## config.mk

```make
export PLATFORM = sky130hd
export DESIGN_NAME = gpio_slice8_ctrl
export DESIGN_NICKNAME = d
export VERILOG_FILES = /design/src/rtl/gpio_slice8_ctrl_pkg.sv /design/src/rtl/gpio_in_filter.sv /design/src/rtl/gpio_slice8_ctrl.sv
export SDC_FILE = /design/constraint.sdc
export NUM_CORES = 1
export LEC_CHECK = 0
export ABC_AREA = 0
export CAP_MARGIN = 10
export CORE_ASPECT_RATIO = 0.9
export CORE_UTILIZATION = 49
export CTS_BUF_LIST = sky130_fd_sc_hd__clkbuf_8
export DETAILED_ROUTE_END_ITERATION = 8
export GPL_ROUTABILITY_DRIVEN = 0
export MAX_ROUTING_LAYER = met4
export PLACE_DENSITY = 0.78
export SLEW_MARGIN = 25
export SYNTH_ARGS = -nofsm -noshare
export SYNTH_HDL_FRONTEND = slang
export SYNTH_SLANG_ARGS = --single-unit
```

## constraint.sdc

```tcl
create_clock -name clk_i -period 1.7 [get_ports clk_i]
set_clock_uncertainty 0.2 [all_clocks]
set_input_delay 0.425 -clock clk_i [delete_from_list [all_inputs] [get_ports clk_i]]
set_output_delay 0.425 -clock clk_i [all_outputs]
set_load 0.05 [all_outputs]
```

## src/rtl/gpio_slice8_ctrl_pkg.sv

```systemverilog
// Shared constants for the GPIO controller: register address map and address width.
package gpio_slice8_ctrl_pkg;

  localparam int unsigned RegAddrW = 3;

  localparam logic [RegAddrW-1:0] GPIO_DATA_OUT     = 3'd0;
  localparam logic [RegAddrW-1:0] GPIO_DIR_OE       = 3'd1;
  localparam logic [RegAddrW-1:0] GPIO_DATA_IN      = 3'd2;
  localparam logic [RegAddrW-1:0] GPIO_INTR_EN_RISE = 3'd3;
  localparam logic [RegAddrW-1:0] GPIO_INTR_EN_FALL = 3'd4;
  localparam logic [RegAddrW-1:0] GPIO_INTR_STATE   = 3'd5;
  localparam logic [RegAddrW-1:0] GPIO_FILTER_EN    = 3'd6;
  localparam logic [RegAddrW-1:0] GPIO_INPUT_EN     = 3'd7;

endpackage

```

## src/rtl/gpio_in_filter.sv

```systemverilog
// One input bit: two-flop synchronizer followed by an optional hold-time glitch filter.
module gpio_in_filter #(
  parameter int unsigned FilterCycles = 16
) (
  input  logic clk_i,
  input  logic rst_ni,
  input  logic in_i,
  input  logic en_i,
  output logic filt_o,
  output logic filt_d_o
);

  localparam int unsigned CntW = $clog2(FilterCycles + 1);
  localparam logic [CntW-1:0] CntMax = CntW'(FilterCycles - 1);

  logic            sync1_q, sync2_q;
  logic            filt_q, filt_d;
  logic [CntW-1:0] cnt_q, cnt_d;

  // The counter saturates at CntMax by construction: reaching it always accepts and clears.
  always_comb begin
    filt_d = filt_q;
    cnt_d  = '0;
    if (!en_i) begin
      filt_d = sync2_q;
    end else if (sync2_q != filt_q) begin
      if (cnt_q == CntMax) begin
        filt_d = sync2_q;
      end else begin
        cnt_d = cnt_q + 1'b1;
      end
    end
  end

  always_ff @(posedge clk_i) begin
    if (!rst_ni) begin
      sync1_q <= 1'b0;
      sync2_q <= 1'b0;
      filt_q  <= 1'b0;
      cnt_q   <= '0;
    end else begin
      sync1_q <= in_i;
      sync2_q <= sync1_q;
      filt_q  <= filt_d;
      cnt_q   <= cnt_d;
    end
  end

  assign filt_o   = filt_q;
  assign filt_d_o = filt_d;

endmodule

```

## src/rtl/gpio_slice8_ctrl.sv

```systemverilog
// GPIO controller for one pad slice: register file, filtered inputs, edge interrupts.
module gpio_slice8_ctrl
  import gpio_slice8_ctrl_pkg::*;
#(
  parameter int unsigned Width        = 8,
  parameter int unsigned FilterCycles = 16
) (
  input  logic                clk_i,
  input  logic                rst_ni,
  input  logic                reg_we_i,
  input  logic                reg_re_i,
  input  logic [RegAddrW-1:0] reg_addr_i,
  input  logic [Width-1:0]    reg_wdata_i,
  output logic [Width-1:0]    reg_rdata_o,
  input  logic [Width-1:0]    pad_in_i,
  output logic [Width-1:0]    pad_out_o,
  output logic [Width-1:0]    pad_oe_o,
  output logic [Width-1:0]    pad_ie_o,
  output logic                intr_o
);

  logic [Width-1:0] data_out_q, dir_oe_q, intr_en_rise_q, intr_en_fall_q;
  logic [Width-1:0] intr_state_q, intr_state_d, filter_en_q, input_en_q;
  logic [Width-1:0] rdata_q, rdata_d;
  logic [Width-1:0] filt, filt_d, rise, fall, w1c_mask;

  for (genvar gi = 0; gi < Width; gi++) begin : g_in
    gpio_in_filter #(
      .FilterCycles(FilterCycles)
    ) u_filter (
      .clk_i   (clk_i),
      .rst_ni  (rst_ni),
      .in_i    (pad_in_i[gi]),
      .en_i    (filter_en_q[gi]),
      .filt_o  (filt[gi]),
      .filt_d_o(filt_d[gi])
    );
  end

  assign rise     = filt_d & ~filt;
  assign fall     = ~filt_d & filt;
  assign w1c_mask = (reg_we_i && reg_addr_i == GPIO_INTR_STATE) ? reg_wdata_i : '0;
  // Set is OR'd after the clear so a coincident edge keeps its bit.
  assign intr_state_d = (intr_state_q & ~w1c_mask)
                      | (rise & intr_en_rise_q) | (fall & intr_en_fall_q);

  always_comb begin
    rdata_d = rdata_q;
    if (reg_re_i) begin
      case (reg_addr_i)
        GPIO_DATA_OUT:     rdata_d = data_out_q;
        GPIO_DIR_OE:       rdata_d = dir_oe_q;
        GPIO_DATA_IN:      rdata_d = filt;
        GPIO_INTR_EN_RISE: rdata_d = intr_en_rise_q;
        GPIO_INTR_EN_FALL: rdata_d = intr_en_fall_q;
        GPIO_INTR_STATE:   rdata_d = intr_state_q;
        GPIO_FILTER_EN:    rdata_d = filter_en_q;
        GPIO_INPUT_EN:     rdata_d = input_en_q;
        default:           rdata_d = '0;
      endcase
    end
  end

  always_ff @(posedge clk_i) begin
    if (!rst_ni) begin
      data_out_q     <= '0;
      dir_oe_q       <= '0;
      intr_en_rise_q <= '0;
      intr_en_fall_q <= '0;
      intr_state_q   <= '0;
      filter_en_q    <= '0;
      input_en_q     <= '1;
      rdata_q        <= '0;
    end else begin
      intr_state_q <= intr_state_d;
      rdata_q      <= rdata_d;
      if (reg_we_i) begin
        case (reg_addr_i)
          GPIO_DATA_OUT:     data_out_q     <= reg_wdata_i;
          GPIO_DIR_OE:       dir_oe_q       <= reg_wdata_i;
          GPIO_INTR_EN_RISE: intr_en_rise_q <= reg_wdata_i;
          GPIO_INTR_EN_FALL: intr_en_fall_q <= reg_wdata_i;
          GPIO_FILTER_EN:    filter_en_q    <= reg_wdata_i;
          GPIO_INPUT_EN:     input_en_q     <= reg_wdata_i;
          default: ;
        endcase
      end
    end
  end

  assign pad_out_o   = data_out_q;
  assign pad_oe_o    = dir_oe_q;
  assign pad_ie_o    = input_en_q;
  assign reg_rdata_o = rdata_q;
  assign intr_o      = |intr_state_q;

endmodule

```

Word level (Yosys, flattened, before mapping):

Cells that the tools add are included.

* bitwise gates (word level): 27
* reduce and logical (&&, ||, !) cells: 17
* mux-type cells: 26
* equal/unequal tests: 23
* add/subtract/negate cells: 8

Operators by type and width (number)
* one-hot mux 8 bit (8 select lines): 1
* adder 5 x 1 -> 5 bit (second input constant): 8
* AND 8 bit: 5
* == test 5 x 4 -> 1 bit (second input constant): 8
* OR reduction 4 bit: 8
* 2-to-1 mux 1 bit: 24
* inverter 8 bit: 3
* inverter 1 bit: 17
* OR 8 bit: 2
* == test 3 bit (second input constant): 4
* AND reduction 2 bit: 6
* 2-to-1 mux 8 bit: 1
* inequality test 1 bit: 8
* OR reduction 8 bit: 1
* == test 3 x 2 -> 1 bit (second input constant): 2
* == test 3 x 1 -> 1 bit (second input constant): 1
* logical NOT 3 bit: 1
* logical AND 1 bit: 1

* flip-flop bits (word level): 128
* input port bits: 23
* logic and storage cells: 141
* output and inout port bits: 33

Longest topological paths before layout:

Gate-level depths: netlist of run 1.

* depth after elaboration: 8
* depth in mapped cells: 6
* gate-level depth less buffers: 6

Modules after synthesis:

From an unflattened synthesis of run 1, not the netlist that was laid out.

* cell total of the unflattened synthesis: 598
* area, all modules: 5434.0 um^2

Modules (own cells, without submodules)
* gpio_slice8_ctrl: seq. area each 1281.2 um^2, cells an instance 374, area an instance 3061.7 um^2, times used 1
* gpio_in_filter: seq. area each 160.2 um^2, cells an instance 28, area an instance 296.5 um^2, times used 8

Worst setup path after synthesis of run 1:

OpenSTA, ideal clock, no wires.

* path kind: input to register
* start point: input reg_addr_i[1]
* end point: register rdata_q[5] (netlist: reg_rdata_o[5])
* path slack: 91 ps
* setup time: 121 ps
* buffers on the path: 2
* required time: 1379 ps
* data arrival time: 1288 ps
* cell stages on the path: 6
* cells stage by stage: buf_4 > buf_2 > mux2i_1 > o2bb2ai_1 > a221oi_1 > o21ai_1

* longest elaborated chain between the ends: 2
* elaborated cells between the ends (all ways): 9
* those cells by class: 7 x eq/ne; 1 x mux; 1 x reduce/logical

RTL lines
* start: declaration: line gpio_slice8_ctrl.sv:12 `input logic [RegAddrW-1:0] reg_addr_i,`
* == test 3 bit, or another cell as far along: line gpio_slice8_ctrl.sv:50 `case (reg_addr_i)`
* one-hot mux 8 bit (8 select lines) (*): line gpio_slice8_ctrl.sv:50
* end signal: assignment: line gpio_slice8_ctrl.sv:76 `rdata_q <= rdata_d;`
* end: declaration: line gpio_slice8_ctrl.sv:24 `logic [Width-1:0] rdata_q, rdata_d;`

Mark *: on every way between the ends. The rest lies on a longest branch, timed or not.
A chain may end at the register's enable or synchronous reset.

Worst setup path after layout of run 1:

* start point: register intr_state_q[7]
* end point: output intr_o

* longest elaborated chain between the ends: 1

RTL lines
* start: declaration: line gpio_slice8_ctrl.sv:23 `logic [Width-1:0] intr_state_q, intr_state_d, filter_en_q, input_en_q;`
* start signal: assignment: line gpio_slice8_ctrl.sv:75 `intr_state_q <= intr_state_d;`
* OR reduction 8 bit: line gpio_slice8_ctrl.sv:95 `assign intr_o = |intr_state_q;`
* end: declaration: line gpio_slice8_ctrl.sv:19 `output logic intr_o`

No other way between the ends.

==> results of run 1 <==
-- logic make-up after synthesis --
kind of cell | Yosys count | synth area share [%]
xor+xnor | 24 | 3.89
fa+ha+maj | 16 | 3.70
simple gates | 266 | 23.7
buf+inv | 43 | 3.45
flops | 128 | 47.4
compound gates | 108 | 14.2
mux | 18 | 3.59
-- state kept, by name, summed over array words and instances (netlist names) --
| signal | count |
|---|---|
| filter_en_q | 8 |
| g_in.u_filter.cnt_q | 40 |
| g_in.u_filter.filt_o | 8 |
| g_in.u_filter.sync1_q | 8 |
| g_in.u_filter.sync2_q | 8 |
| intr_en_fall_q | 8 |
| intr_en_rise_q | 8 |
| intr_state_q | 8 |
| pad_ie_o | 8 |
| pad_oe_o | 8 |
| pad_out_o | 8 |
| reg_rdata_o | 8 |
-- worst paths after layout --
check | startpoint | end | cells past startpoint
max reg2reg | g_in[3].u_filter.cnt_q[0] | g_in[3].u_filter.filt_o | 6
min | rst_ni | pad_out_o[3] | 2
min reg2reg | g_in[4].u_filter.cnt_q[0] | g_in[4].u_filter.cnt_q[0] | 1
max | intr_state_q[7] | intr_o | 3
-- worst max-delay path, cell delays in order, from the launching register on --
cell     delay [ns]
dfxtp_1        0.35
nor4_1         0.35
nand2_2        0.12
buf_6          0.17
-- metal layers --
layer,track usage (%),routed length (µm),vias up
li1,-,-,2266
met1,30.1,5620,2304
met2,46.4,7100,153
met3,6.04,824,38
met4,12.6,345,0
met5,-,0,-
-- layout make-up --
type	instances	area, µm²	area share [%]
Multi-Input combinational cell	432	2860	38.1
Clock inverter	15	209	2.78
Clock buffer	17	234	3.11
Tap cell	133	166	2.21
Sequential cell	128	2590	34.4
Inverter	22	82.6	1.10
Timing Repair Buffer	111	1380	18.3
-- cell usage in the layout, fill, tap and decap left out, types with 4 or more instances in the layout --
master	synthesis	routed
dfxtp_2	0	21
buf_4	3	49
a22o_1	5	5
nor2_1	42	37
xnor2_1	8	8
and2_1	17	17
inv_1	21	22
ha_2	0	11
o21a_1	8	8
o21ai_0	8	8
nor2b_1	26	17
clkdlybuf4s50_1	0	18
o2bb2ai_1	5	5
xor2_1	16	16
nand3_1	26	18
nor2b_2	0	5
clkinv_4	0	5
nor2b_4	0	4
bufinv_16	0	4
nor2_2	3	8
nand3_2	0	6
nand2b_1	5	4
clkbuf_8	0	17
a21boi_1	48	48
mux2i_1	16	16
nand2_1	112	109
dfxtp_1	128	107
a221oi_2	0	4
and3_1	8	8
o22ai_1	7	7
buf_12	0	37
nand3b_1	16	16
o21ai_1	8	8
ha_1	16	5
a21oi_1	9	9
-- power by group --
group	switching (mW)	internal (mW)
Sequential	0.0647	3.06
Clock	1.27	1.61
Combinational	0.343	0.335
-- what timing repair did --
item,CTS,global route
setup endpoints to repair,66,77
buffers inserted,2,1
hold endpoints to repair,0,0
gates cloned,1,0
pin swaps,4,4
gates resized for setup,30,49
-- through the flow --
stage | worst slack [ns] | cells | utilization, % | setup TNS (ns) | hold WS (ns)
2_1_floorplan | 0.0913 | 603 | - | 0 | 0.212
3_3_place_gp | -0.557 | 823 | 63.1 | -25.66 | 0.215
3_5_place_dp | -0.613 | 823 | 63.1 | -29.20 | 0.226
4_1_cts | -0.363 | 857 | 68.6 | -0.363 | 0.0781
5_1_grt | -0.455 | 858 | 69.9 | -0.539 | 0.0779
6_report | -0.360 | 858 | 69.9 | -0.360 | 0.0882
==> results.toml, run 1 <==
[pwr]
leakage_nw = 2.90
powerDensity_nw_per_um2 = 890
p_total_mw = 6.69
ir_drop_uv = 885

[sta]
final-setup-viol-count = 1
period_minus_slack_ns = 2.06
rsz0062_at_grt = "true"
slew_headroom_pct = 56.2
tightest_slew_ns = 0.656
min_period_over_period_pct = 121
worst_slack_ns = -0.360
hold_viol_final = 0
final-max-slew-violation-count = 0
fmax_mhz = 485

[synthesis]
synth.top_cells.by_count = "128 x dfxtp_1, 112 x nand2_1, 48 x a21boi_1"
syn_inst = 603
synth_edf_count = 0
ys_top_cells_by_area = "dfxtp_1 47%, nand2_1 7.8%, a21boi_1 6.7%, ha_1 3.7%, nor2b_1 3.0%"
yosys.area.top_type = "dfxtp_1"
seq_area_frac_synth_pct = 47.4
synthMostInstantiatedCell = "dfxtp_1"
async_flop_share_pct = 0
yosys_register_bits = 128
synth_area_um2 = 5410
yosysWarnings = 0
synth_cell_types = 43
synth_ff_type = "dfxtp_1"
synth_top_area_share_pct = 47.4
synth_fp_nets = 642
syn_area_per_cell_um2 = 8.96

[die]
die_y_um = 102
die_w_um = 113
dieArea_um2 = 11500
initial_core_util_pct = 50.2
ios = 56
rows = 36
coreArea_um2 = 10800

[grt]
grt.total_usage_pct = 27.0
antenna_found_initial = 0
grt_overflow_total = 0
grt_pass1_wl_mm = 22.8
first_global_vias = 4728
grt_max_degree = 54

[route]
wire_per_inst_um = 16.2
routed_wl_mm = 13.9
drc = 0
dr.first_iter.drc_count = 361
first_pass_iters = 5
via_count = 4761
ant_nets = 0
vias_per_cell = 5.55

[clock_tree]
cts_hold_buf = 0
clk_latency_ns = 0.45
cts_made_buffers = 17
clock_path_buffers = 2
h-tree-depth = 4
tritoncts = "built"
cts_root_buf = "clkbuf_8"
cts.clk_slew.worst_paths_ns = 0.08
clock-sinks = 128

[placed_design]
placed_area_um2 = 6790
port_buffers = 55
hpwl_mm = 9.93

[run]
cap_violations = 0

[critical_path]
required_ns = 1.07
cp-end-kind = "output port"
worstPathMaxFanout = 3
r2r_setup_slack_ns = 0
worstPathArrival_ns = 1.43
crit_type = "reg2out"
cp-start-kind = "register"

[min_path]
hold_path.class = "in2reg"

[cells_and_area]
final_nets = 751
design_area_um2 = 7520
drive_gt1_share_pct = 26.9
diodes = 0
fillerInstances = 777
area_growth_pct = 39.1

[outcome]
violations = "setup timing"
status = "finished, violations left"
(Power assumes the default switching activity.)
==> run 2: changes to the inputs <==
Settings changed: CAP_MARGIN 10 to not set, PLACE_DENSITY 0.78 to 0.75.
Clock period 1.7 ns to 2 ns, I/O delays scaled along.
==> run 2 against run 1 <==
Via count is 4.4% lower; the flow still finishes with violations (setup timing); sequential share of layout area is 3.3 points higher; critical endpoint unchanged; routed wire length is 6.5% lower; worst setup slack better by 0.22 ns; flip-flop and latch count stayed put; combinational power is 27% lower; critical path depth is 1 higher; core utilization is 6.6 points lower; critical path type unchanged; power is 20% lower; non-clock buffer count is 14 lower; first-iteration DRC count is 1.7% lower; largest power group unchanged; hold slack better by 0.15 ns.
==> results.toml, run 2 (synthesized netlist as in run 1, its figures left out) <==
[outcome]
status = "finished, violations left"
violations = "setup timing"

[critical_path]
crit_path_top_delay_cell = "dfxtp_2"
path_cells = "nor4_4, buf_4, nand2_4, buf_8"
cp-end-kind = "output port"
worstReg2RegEnd = "g_in[2].u_filter.cnt_q[2]"
rr_startpoint = "g_in[2].u_filter.cnt_q[0]"
worstPathMaxFanout = 2
crit_type = "reg2out"
required_ns = 1.30
r2r_setup_slack_ns = 0.24
critPathMaxStageDelay_ns = 0.33
worstPathArrival_ns = 1.44
cp-start-kind = "register"
reg2regPathDepth = 6

[min_path]
min_path_cells = 1
hold_start = "g_in[4].u_filter.sync1_q"
hold_path.class = "reg2reg"
min_to = "g_in[4].u_filter.sync2_q"

[grt]
first_global_vias = 4414
use_met2_pct = 41.0
grt_max_degree = 43
grt_overflow_total = 0
grt_busiest_layer = "met2"
grt_use_met3_pct = 6.70
grt_pass1_wl_mm = 21.4
grt_use_met1_pct = 29.9
grt.total_usage_pct = 25.3
antenna_found_initial = 0

[pwr]
p_total_mw = 5.37
leakage_nw = 2.71
ir_drop_uv = 449
powerDensity_nw_per_um2 = 788

[sta]
min_period_over_period_pct = 107
final-max-slew-violation-count = 0
slew_headroom_pct = 54.3
fmax_mhz = 467
final-setup-viol-count = 1
period_minus_slack_ns = 2.14
hold_viol_final = 0
rsz0062_at_grt = "true"
worst_slack_ns = -0.140
tightest_slew_ns = 0.685

[cells_and_area]
drive_gt1_share_pct = 16.7
diodes = 0
final_nets = 737
layout_common_cells = "126 x dfxtp_1, 111 x nand2_1, 64 x buf_4"
largest_reg_flops = 40
layout_commonest_cell = "dfxtp_1"
regMostFlops = "g_in.u_filter.cnt_q"
fillerInstances = 908
area_growth_pct = 25.9
utilization_pct = 63.2

[clock_tree]
clock-sinks = 128
clock_path_buffers = 2
tritoncts = "built"
cts_root_buf = "clkbuf_8"
cts.clk_slew.worst_paths_ns = 0.07
h-tree-depth = 4
clk_latency_ns = 0.44
cts_made_buffers = 17

[die]
ios = 56
coreArea_um2 = 10800
dieArea_um2 = 11500
initial_core_util_pct = 50.2
die_y_um = 102
die_w_um = 113
rows = 36

[route]
ant_nets = 0
drc = 0
first_pass_iters = 5
routed_wl_mm = 13.0
wire_per_inst_um = 15.4
via_count = 4551
vias_per_cell = 5.39
dr.first_iter.drc_count = 355

[run]
cap_violations = 0

[placed_design]
port_buffers = 55
hpwl_mm = 9.28
[run 2: changes by cell type in the layout (fill, tap and decap cells not counted), moves of 6 or more]
| cell | previous run | this run |
|---|---|---|
| buf_12 | 37 | 10 |
| buf_4 | 49 | 64 |
| dfxtp_1 | 107 | 126 |
| dfxtp_2 | 21 | 2 |
| ha_1 | 5 | 16 |
| ha_2 | 11 | 0 |
| nand3_1 | 18 | 26 |
| nand3_2 | 6 | 0 |
| nor2b_1 | 17 | 26 |
[run 2: through the flow]
step | std cells | hold WS [ns] | setup TNS (ns) | setup WS, ns | area, µm²
after global routing | 844 | 0.253 | -0.226 | -0.226 | 6810
after CTS | 844 | 0.242 | -0.156 | -0.156 | 6810
final | 844 | 0.237 | -0.140 | -0.140 | 6810
after floorplan | 603 | 0.212 | 0 | 0.316 | 5410
after detailed placement | 811 | 0.226 | -12.08 | -0.350 | 6360
after global placement | 811 | 0.219 | -10.10 | -0.339 | 6360
[run 2: how the worst max path moves through the flow]
stage                    startpoint             end  slack (ns)
floorplan             reg_addr_i[1]  reg_rdata_o[5]        0.32
global placement      reg_addr_i[0]  reg_rdata_o[6]       -0.34
detailed placement    reg_addr_i[0]  reg_rdata_o[4]       -0.35
CTS                 intr_state_q[0]          intr_o       -0.16
global route        intr_state_q[0]          intr_o       -0.23
finish              intr_state_q[0]          intr_o       -0.14
[run 2: power breakdown]
part	leakage (nW)	total [mW]	switching (mW)	internal (mW)
Clock	0.212	2.23	0.990	1.24
Sequential	1.04	2.65	0.0455	2.60
Combinational	1.46	0.492	0.273	0.218
[run 2: worst max-delay path, delay by kind of cell, from the launching register on]
kind                   cells  cell delay, ns
and+or+nand+nor            2            0.34
buffers and inverters      2            0.34
DFF                        1            0.33
[run 2: routing by layer]
metal,part of all wire (%),vias to the layer above
met5,0,-
met4,2.3,0
met3,6.5,29
met2,47,167
met1,44,2126
li1,-,2229
[run 2: area by class of cell]
class                   count  area, µm²  area share, %
clock buffers              18        248           3.64
clock inverters            14        150           2.21
flip-flops and latches    128       2560           37.7
well taps                 133        166           2.44
multi-input cells         432       2690           39.4
inverters                  22       82.6           1.21
repair buffers             97        911           13.4
[run 2: what timing repair did]
action                     in CTS  in global routing
pin swaps                       1                  0
gates resized for setup         9                  0
setup buffers                   1                  0
setup endpoints to repair       1                  1
hold buffers                    0                  0
